--- src/rtl/imem_loader_pkg.sv ---
// Shared definitions for the instruction-memory loader: FSM encoding and
// word-packing constants.
package imem_loader_pkg;

    typedef enum logic [1:0] {
        IDLE,
        RECV,
        WRITE,
        DONE
    } state_e;

    localparam int unsigned BYTES_PER_WORD = 4;
    localparam int unsigned DEFAULT_ADDR_W = 5;

endpackage

--- src/rtl/imem_loader_if.sv ---
// Host byte-stream, control and IM write-port signals of the loader.
// The slave modport is the loader itself; master is the host/IM side.
interface imem_loader_if
    import imem_loader_pkg::*;
#(
    parameter int unsigned ADDR_W = DEFAULT_ADDR_W,
    parameter int unsigned WORD_W = 32
) ();

    logic              start_i;
    logic [ADDR_W:0]   len_i;
    logic              abort_i;
    logic [7:0]        byte_i;
    logic              byte_valid_i;
    logic              byte_ready_o;
    logic              im_we_o;
    logic [ADDR_W-1:0] im_addr_o;
    logic [WORD_W-1:0] im_wdata_o;
    logic              cpu_hold_o;
    logic              busy_o;
    logic              done_o;
    logic              err_o;

    modport slave (
        input  start_i, len_i, abort_i, byte_i, byte_valid_i,
        output byte_ready_o, im_we_o, im_addr_o, im_wdata_o,
               cpu_hold_o, busy_o, done_o, err_o
    );

    modport master (
        output start_i, len_i, abort_i, byte_i, byte_valid_i,
        input  byte_ready_o, im_we_o, im_addr_o, im_wdata_o,
               cpu_hold_o, busy_o, done_o, err_o
    );

endinterface

--- src/rtl/imem_loader.sv ---
// Receives a big-endian byte stream, packs it into instruction words and
// writes them sequentially into the IM while holding the CPU stalled.
module imem_loader
    import imem_loader_pkg::*;
#(
    parameter int unsigned ADDR_W = DEFAULT_ADDR_W,
    parameter int unsigned WORD_W = 32
) (
    input  logic         clk_i,
    input  logic         rst_i,
    imem_loader_if.slave bus
);

    localparam int unsigned    SHIFT_W   = WORD_W - 8;
    localparam logic [ADDR_W:0] MAX_LEN  = {1'b1, {ADDR_W{1'b0}}};
    localparam logic [ADDR_W:0] CNT_ONE  = {{ADDR_W{1'b0}}, 1'b1};
    localparam logic [1:0]     LAST_BYTE = 2'(BYTES_PER_WORD - 1);

    state_e              state_q, state_d;
    logic [ADDR_W:0]     len_q, len_d;
    logic [ADDR_W:0]     word_cnt_q, word_cnt_d;
    logic [ADDR_W:0]     word_cnt_inc;
    logic [1:0]          byte_cnt_q, byte_cnt_d;
    logic [SHIFT_W-1:0]  shift_q, shift_d;
    logic                byte_ready_q, byte_ready_d;
    logic                im_we_q, im_we_d;
    logic [ADDR_W-1:0]   im_addr_q, im_addr_d;
    logic [WORD_W-1:0]   im_wdata_q, im_wdata_d;
    logic                cpu_hold_q, cpu_hold_d;
    logic                busy_q, busy_d;
    logic                done_q, done_d;
    logic                err_q, err_d;
    logic                accept;

    assign accept       = byte_ready_q && bus.byte_valid_i;
    assign word_cnt_inc = word_cnt_q + CNT_ONE;

    always_comb begin
        state_d    = state_q;
        len_d      = len_q;
        word_cnt_d = word_cnt_q;
        byte_cnt_d = byte_cnt_q;
        shift_d    = shift_q;
        im_addr_d  = im_addr_q;
        im_wdata_d = im_wdata_q;
        err_d      = 1'b0;

        case (state_q)
            IDLE: begin
                if (bus.start_i) begin
                    if (bus.len_i == '0) begin
                        state_d = DONE;
                    end else if (bus.len_i > MAX_LEN) begin
                        err_d = 1'b1;
                    end else begin
                        len_d      = bus.len_i;
                        word_cnt_d = '0;
                        byte_cnt_d = '0;
                        shift_d    = '0;
                        state_d    = RECV;
                    end
                end
            end
            RECV: begin
                if (accept) begin
                    shift_d    = {shift_q[SHIFT_W-9:0], bus.byte_i};
                    byte_cnt_d = byte_cnt_q + 2'd1;
                    if (byte_cnt_q == LAST_BYTE) begin
                        im_addr_d  = word_cnt_q[ADDR_W-1:0];
                        im_wdata_d = {shift_q, bus.byte_i};
                        state_d    = WRITE;
                    end
                end
            end
            WRITE: begin
                word_cnt_d = word_cnt_inc;
                state_d    = (word_cnt_inc == len_q) ? DONE : RECV;
            end
            DONE: state_d = IDLE;
            default: state_d = IDLE;
        endcase

        if (bus.abort_i && state_q != IDLE) begin
            state_d    = IDLE;
            byte_cnt_d = '0;
            shift_d    = '0;
        end

        // Outputs are decoded from the next state so they register in step with it.
        byte_ready_d = (state_d == RECV);
        im_we_d      = (state_d == WRITE);
        busy_d       = (state_d == RECV) || (state_d == WRITE);
        cpu_hold_d   = (state_d != IDLE);
        done_d       = (state_d == DONE);
    end

    always_ff @(posedge clk_i or posedge rst_i) begin
        if (rst_i) begin
            state_q      <= IDLE;
            len_q        <= '0;
            word_cnt_q   <= '0;
            byte_cnt_q   <= '0;
            shift_q      <= '0;
            byte_ready_q <= 1'b0;
            im_we_q      <= 1'b0;
            im_addr_q    <= '0;
            im_wdata_q   <= '0;
            cpu_hold_q   <= 1'b0;
            busy_q       <= 1'b0;
            done_q       <= 1'b0;
            err_q        <= 1'b0;
        end else begin
            state_q      <= state_d;
            len_q        <= len_d;
            word_cnt_q   <= word_cnt_d;
            byte_cnt_q   <= byte_cnt_d;
            shift_q      <= shift_d;
            byte_ready_q <= byte_ready_d;
            im_we_q      <= im_we_d;
            im_addr_q    <= im_addr_d;
            im_wdata_q   <= im_wdata_d;
            cpu_hold_q   <= cpu_hold_d;
            busy_q       <= busy_d;
            done_q       <= done_d;
            err_q        <= err_d;
        end
    end

    assign bus.byte_ready_o = byte_ready_q;
    assign bus.im_we_o      = im_we_q;
    assign bus.im_addr_o    = im_addr_q;
    assign bus.im_wdata_o   = im_wdata_q;
    assign bus.cpu_hold_o   = cpu_hold_q;
    assign bus.busy_o       = busy_q;
    assign bus.done_o       = done_q;
    assign bus.err_o        = err_q;

endmodule

--- src/flat_wrapper.sv ---
// flat-port wrapper written by rule: the top's interface ports become plain ports
module imem_loader_flat import imem_loader_pkg::*;
#(
    parameter int unsigned ADDR_W = DEFAULT_ADDR_W,
    parameter int unsigned WORD_W = 32
)
  (clk_i, rst_i, bus_start_i, bus_len_i, bus_abort_i, bus_byte_i, bus_byte_valid_i, bus_byte_ready_o, bus_im_we_o, bus_im_addr_o, bus_im_wdata_o, bus_cpu_hold_o, bus_busy_o, bus_done_o, bus_err_o);
  imem_loader_if #(.ADDR_W(ADDR_W), .WORD_W(WORD_W)) bus_i ();
  input  logic clk_i;
  input  logic rst_i;
  input wire logic [$bits(bus_i.start_i)-1:0] bus_start_i;
  input wire logic [$bits(bus_i.len_i)-1:0] bus_len_i;
  input wire logic [$bits(bus_i.abort_i)-1:0] bus_abort_i;
  input wire logic [$bits(bus_i.byte_i)-1:0] bus_byte_i;
  input wire logic [$bits(bus_i.byte_valid_i)-1:0] bus_byte_valid_i;
  output wire logic [$bits(bus_i.byte_ready_o)-1:0] bus_byte_ready_o;
  output wire logic [$bits(bus_i.im_we_o)-1:0] bus_im_we_o;
  output wire logic [$bits(bus_i.im_addr_o)-1:0] bus_im_addr_o;
  output wire logic [$bits(bus_i.im_wdata_o)-1:0] bus_im_wdata_o;
  output wire logic [$bits(bus_i.cpu_hold_o)-1:0] bus_cpu_hold_o;
  output wire logic [$bits(bus_i.busy_o)-1:0] bus_busy_o;
  output wire logic [$bits(bus_i.done_o)-1:0] bus_done_o;
  output wire logic [$bits(bus_i.err_o)-1:0] bus_err_o;
  assign bus_i.start_i = bus_start_i;
  assign bus_i.len_i = bus_len_i;
  assign bus_i.abort_i = bus_abort_i;
  assign bus_i.byte_i = bus_byte_i;
  assign bus_i.byte_valid_i = bus_byte_valid_i;
  assign bus_byte_ready_o = bus_i.byte_ready_o;
  assign bus_im_we_o = bus_i.im_we_o;
  assign bus_im_addr_o = bus_i.im_addr_o;
  assign bus_im_wdata_o = bus_i.im_wdata_o;
  assign bus_cpu_hold_o = bus_i.cpu_hold_o;
  assign bus_busy_o = bus_i.busy_o;
  assign bus_done_o = bus_i.done_o;
  assign bus_err_o = bus_i.err_o;
  imem_loader #(.ADDR_W(ADDR_W), .WORD_W(WORD_W)) u_core (.clk_i(clk_i), .rst_i(rst_i), .bus(bus_i));
endmodule
--- config.mk ---
export PLATFORM = sky130hd
export DESIGN_NAME = imem_loader_flat
export DESIGN_NICKNAME = d
export VERILOG_FILES = /design/src/rtl/imem_loader_pkg.sv /design/src/rtl/imem_loader_if.sv /design/src/rtl/imem_loader.sv /design/src/flat_wrapper.sv
export SDC_FILE = /design/constraint.sdc
export NUM_CORES = 1
export LEC_CHECK = 0
export BUFFER_PORTS_ARGS = -buffer_cell sky130_fd_sc_hd__buf_2
export CAP_MARGIN = 20
export CORE_UTILIZATION = 36
export CTS_CLUSTER_SIZE = 24
export DETAILED_ROUTE_END_ITERATION = 10
export PLACE_DENSITY_LB_ADDON = 0.05
export SLEW_MARGIN = 20
export SYNTH_ARGS = -nofsm -noshare
export SYNTH_HDL_FRONTEND = slang
export SYNTH_SLANG_ARGS = --single-unit
--- constraint.sdc ---
create_clock -name clk_i -period 2.9 [get_ports clk_i]
set_input_delay 0.29 -clock clk_i [delete_from_list [all_inputs] [get_ports clk_i]]
set_output_delay 0.29 -clock clk_i [all_outputs]
set_load 0.02 [all_outputs]
# Word-level counts from Yosys, hierarchy flattened
# Index checks and enable logic that the tools add are counted.
[op_classes]
n_bitwise = 2
n_eq_ne = 15
reduce_logical = 13
n_addsub = 2
n_lt_le_gt_ge = 1
mux = 28
[ops]
columns = ["cell", "n"]
rows = [
  ["two-way mux 24 bit", 5],
  ["one-hot mux 24 bit (2 select lines)", 1],
  ["two-way mux 2 bit", 12],
  ["two-way mux 6 bit", 3],
  ["one-hot mux 6 bit (2 select lines)", 1],
  ["equality test 2 bit, second input constant", 5],
  ["one-hot mux 2 bit (4 select lines)", 1],
  ["AND reduction 4 bit", 2],
  ["adder 6 x 1 -> 6 bit, second input constant", 1],
  ["equality test 6 bit", 1],
  ["greater-than comparator 6 bit, second input constant", 1],
  ["logical NOT 6 bit", 1],
  ["inequality test 2 bit, second input constant", 3],
  ["inequality test 3 bit, second input constant", 2],
  ["nonzero test 2 bit", 3],
  ["AND reduction 5 bit", 1],
  ["equality test 2 x 1 -> 1 bit, second input constant", 2],
  ["two-way mux 1 bit", 4],
  ["one-hot mux 2 bit (2 select lines)", 1],
  ["inequality test 3 x 1 -> 1 bit, second input constant", 1],
  ["inequality test 3 x 2 -> 1 bit, second input constant", 1],
  ["AND reduction 3 bit", 1],
  ["nonzero test 3 bit", 1],
  ["adder 2 x 1 -> 2 bit, second input constant", 1],
  ["4 further kinds", 6],
]
[word_totals]
word_cells = 74
reg_bits = 83

# Longest topological paths before layout
[logic_depth]
word_depth = 8
depth_mapped = 7
ltp_nobuf = 7

# Worst setup path before layout
# OpenSTA, ideal clock, no wires.
[synth_timing]
path_kind = "reg-to-reg"
startpoint = "register u_core.byte_cnt_q[0]"
endpoint = "register u_core.im_wdata_q[0], in the netlist u_core.bus.im_wdata_o[0]"
path_slack_ps = 1029
arrival_time_ps = 1746
period_less_slack_ps = 1871
n_path_buf = 2
setup_ps = 125
stages_incl_launch_ff = 7
t_required_ps = 2775
path_cell_list = "dfrtp_1 > ha_1 > and3_1 > and3b_1 > clkbuf_1 > buf_2 > mux2_2"
[synth_between]
elab_chain_len = 2
[synth_rtl]
columns = ["item", "line_no", "source"]
rows = [
  ["start, declared", "imem_loader.sv:23", "logic [1:0] byte_cnt_q, byte_cnt_d;"],
  ["start signal, assigned", "imem_loader.sv:116", "byte_cnt_q <= byte_cnt_d;"],
  ["equality test 2 bit", "imem_loader.sv:68", "if (byte_cnt_q == LAST_BYTE) begin"],
  ["AND reduction 3 bit (no source line)", "n/a", ""],
  ["end signal, assigned", "imem_loader.sv:121", "im_wdata_q <= im_wdata_d;"],
  ["end, declared", "imem_loader.sv:28", "logic [WORD_W-1:0] im_wdata_q, im_wdata_d;"],
]
# No other way between the ends.
# A chain may end at the register's enable or synchronous reset.

# Worst setup path after layout
[layout_timing]
startpoint = "register u_core.word_cnt_q[0]"
endpoint = "register u_core.done_q, in the netlist u_core.bus.done_o"
[layout_between]
elab_chain_len = 6
[layout_rtl]
columns = ["item", "line_no", "source"]
rows = [
  ["start, declared", "imem_loader.sv:21", "logic [ADDR_W:0] word_cnt_q, word_cnt_d;"],
  ["start signal, assigned", "imem_loader.sv:115", "word_cnt_q <= word_cnt_d;"],
  ["adder 6 x 1 -> 6 bit", "imem_loader.sv:36", "assign word_cnt_inc = word_cnt_q + CNT_ONE;"],
  ["equality test 6 bit", "imem_loader.sv:77", "state_d = (word_cnt_inc == len_q) ? DONE : RECV;"],
  ["two-way mux 2 bit", "imem_loader.sv:77", ""],
  ["one-hot mux 2 bit (4 select lines)", "imem_loader.sv:48", "case (state_q)"],
  ["two-way mux 2 bit", "imem_loader.sv:83", "if (bus.abort_i && state_q != IDLE) begin"],
  ["via u_core.state_d[1]", "imem_loader.sv:19", "state_e state_q, state_d;"],
  ["equality test 2 bit", "imem_loader.sv:94", "done_d = (state_d == DONE);"],
  ["via u_core.done_d", "imem_loader.sv:31", "logic done_q, done_d;"],
  ["end signal, assigned", "imem_loader.sv:124", "done_q <= done_d;"],
  ["end, declared", "imem_loader.sv:31", ""],
]
# The timed path passes the listed nets, and every way through them passes these cells.

==> results by group <==
Final layout
  – Ant. Diodes: 0
  – Fin nets: 391
  – Post-layout instance area: 4387 sq um
  – Post-layout util: 0.4447
  – Area added between synthesis and finish: 18.45%
  – Fillers: 937
  – Layout cells sized above 1: 0.3720

Logic synthesis
  – Share of the synthesized area in the top cell type: 0.5608
  – Top cells by area, synth: dfrtp_1 (56%), mux2_2 (13%), a32oi_1 (5.9%)
  – Syn nets: 336
  – Netlist cell types: 44
  – Number of synthesized register bits: 83
  – Synthesized area per cell: 11.91 sq um
  – Synth Cell Area: 3704 sq um
  – Top_reg_cell synth: dfrtp_1
  – Synth warnings: 0
  – Async SR Flop Fraction: 1.000
  – Synth area leader: dfrtp_1
  – Cells after Synth: 311
  – Seq/Total Area, Yosys: 0.5608
  – Number of enable flip-flop cells after synthesis: 0

GRT
  – Vias in the first global route: 2,527
  – Antenna violations before repair: 0
  – Total GRT Usage: 0.1657
  – Total gr overflow: 0
  – Met2 Use GR: 0.2364
  – First-pass GRT wire length: 13.46 mm
  – Most Crowded Layer GR: met1
  – GR Util met1: 0.2545
  – Largest net degree at the start of global routing: 45
  – Met3 GRT Util: 0.02688

Power
  – Peak supply drop: 291.6 uV
  – Leakage: 2.095 nW
  – PD cells: 621.7 nW/um^2

STA
  – Fmax: 478.8 MHz
  – Setup TNS: 0 ps
  – Worst Slack Setup Final: 811.5 ps
  – RSZ-0062 raised after global routing: no
  – Fin crit period: 2088 ps
  – Clock skew: 10.60 ps
  – Final period util: 0.7202
  – Endpoints failing hold: 0
  – Relative slew slack: 0.3909
  – Fin Hold WS: 33.92 ps
  – Worst-margin pin slew: 913.7 ps
  – # setup viols final: 0
  – Slew Viols, Final: 0

Clock network
  – Clock slew at reported path FFs: 90 ps
  – TritonCTS clock tree: yes
  – CTS Root Buffer Type: clkbuf_8
  – CTS Hold Bufs: 0
  – H-tree depth: 3
  – Clock Sinks: 83
  – Clk Latency, worst-skew pair: 340 ps
  – Number of setup buffers added after CTS: 0
  – Max clock buf depth: 2
  – Cts repair resizes: 0
  – Clock buffer count from CTS: 9

Outcome
  – Outcome: completed

Critical path
  – Critical path class: reg2reg
  – Crit path top cell by count: ha_1
  – Crit path required time: 3170 ps
  – Arr. time, crit path: 2360 ps
  – Worst Setup Start Kind: flip-flop
  – Max stage delay cell, worst path: o32ai_1
  – Worst-path maximum fanout: 8
  – Max incr delay on CP: 540 ps
  – CP cell instances: ha_1, nor3b_1, o21a_1, o31ai_1, o32ai_1, ha_1
  – Crit. End Element: flip-flop

Drt
  – Routed vias: 2,648
  – Vias per cell: 5.254
  – DRT iter0 DRCs: 132
  – Drt drc: 0
  – Final ANT Viol Nets: 0
  – DRT Pass-1 Iters: 4
  – Final WL: 8.190 mm
  – Routed wire length per instance: 16.25 microns

Placement
  – Buffers on Ports: 61
  – DP Worst Slack: 828.7 ps
  – Gpl congestion: 0.8074
  – Placed Area: 4160 sq um
  – Final HPWL from detailed placement: 5.327 mm

Floorplan
  – Die Y: 103.4 microns
  – IO Pins: 62
  – Row count: 36
  – Die ar.: 10,700 sq um
  – Die W: 103.4 microns
  – CORE AREA: 9864 sq um
  – Starting Density: 0.3754

Min path
  – Hold Crit Class: in2async

Job
  – Max-Cap Viols: 0
## cell usage after synthesis (all sizes together) (2+ instances only)
cell	number
mux2	44
o311ai	3
xnor2	4
dfrtp	83
a32oi	25
a31oi	3
buf	9
nand3	5
nand2b	6
nor2b	2
xor2	3
nor3b	2
nor4	2
clkbuf	14
nor2	5
ha	6
inv	6
and3	3
o21a	2
o21ai	31
nor3	6
nand2	33
## routing by layer
layer | up-vias | routed length, microns | share of wire
met1 | 1314 | 4228 | 0.52
met4 | 0 | 93 | 0.011
li1 | 1261 | - | -
met5 | - | 0 | 0
met3 | 9 | 347 | 0.042
met2 | 64 | 3520 | 0.43
## worst max-delay path: cells and delay by family (launching register included)
family                     cells  cell delay, ps
adders and majority gates      2             540
DFF                            1             490
and+or+nand+nor                1             210
AOI/OAI and AO/OA              3             790
## kinds of logic after synthesis
kind of cell	count (synthesis)	synth area share
AOI/OAI and AO/OA	74	0.1409
xor gates and xnor gates	7	0.01655
adders and majority gates	6	0.02027
buffers and inverters	29	0.03277
DFF	83	0.5608
muxes	44	0.1338
and+or+nand+nor	68	0.09494
## path summary, 6_finish.rpt
path	from	to	slack [ps]	cells past startpoint
setup / recovery	u_core.word_cnt_q[0]	u_core.bus.done_o	810	6
setup reg to reg	u_core.word_cnt_q[0]	u_core.bus.done_o	810	6
min in group clk_i	bus_byte_i[5]	u_core.shift_q[5]	170	3
max in group asynchronous	rst_i	u_core.bus.im_wdata_o[19]	2180	3
hold / removal	rst_i	u_core.bus.im_wdata_o[3]	30	2
hold reg to reg	u_core.bus.im_wdata_o[19]	u_core.bus.im_wdata_o[19]	510	1
## state kept, by name, indices dropped and copies added (netlist names)
name                     count
u_core.bus.busy_o            1
u_core.bus.byte_ready_o      1
u_core.bus.cpu_hold_o        1
u_core.bus.done_o            1
u_core.bus.err_o             1
u_core.bus.im_addr_o         5
u_core.bus.im_wdata_o       32
u_core.bus.im_we_o           1
u_core.byte_cnt_q            2
u_core.len_q                 6
u_core.shift_q              24
u_core.state_q               2
u_core.word_cnt_q            6
## cells in the final DEF, fill, tap and decap left out, types with 5 or more instances in the layout
master    count
mux2_2       44
o21ai_1       5
o21ai_0      26
a32oi_1      25
nand3_1       5
nand2b_1      6
ha_1          6
clkbuf_8     10
dfrtp_1      83
nand2_1      33
buf_2        61
## cell type report
type,instances,area (sq um),share of cell area
well taps,133,166.4,0.03794
repair buffers,67,375.4,0.08557
multi-input cells,199,1518,0.3460
clock inverters,6,88.84,0.02025
flip-flops and latches,83,2077,0.4735
clock buffers,10,137.6,0.03137
inverters,6,23.77,0.005419
## power breakdown
part | leakage [nW] | internal, mW | switching, mW | total, mW
combinational | 0.857 | 0.180 | 0.239 | 0.419
clock | 0.108 | 0.509 | 0.425 | 0.934
sequential | 1.13 | 1.24 | 0.131 | 1.37
total | 2.10 | 1.93 | 0.795 | 2.73
## metrics by stage
step | power (mW) | std cells
2_1_floorplan | 1.681 | 311
3_3_place_gp | 1.818 | 488
3_5_place_dp | 1.816 | 488
4_1_cts | 2.763 | 504
5_1_grt | 2.875 | 504
6_report | 2.727 | 504
(Power assumes the default switching activity.)
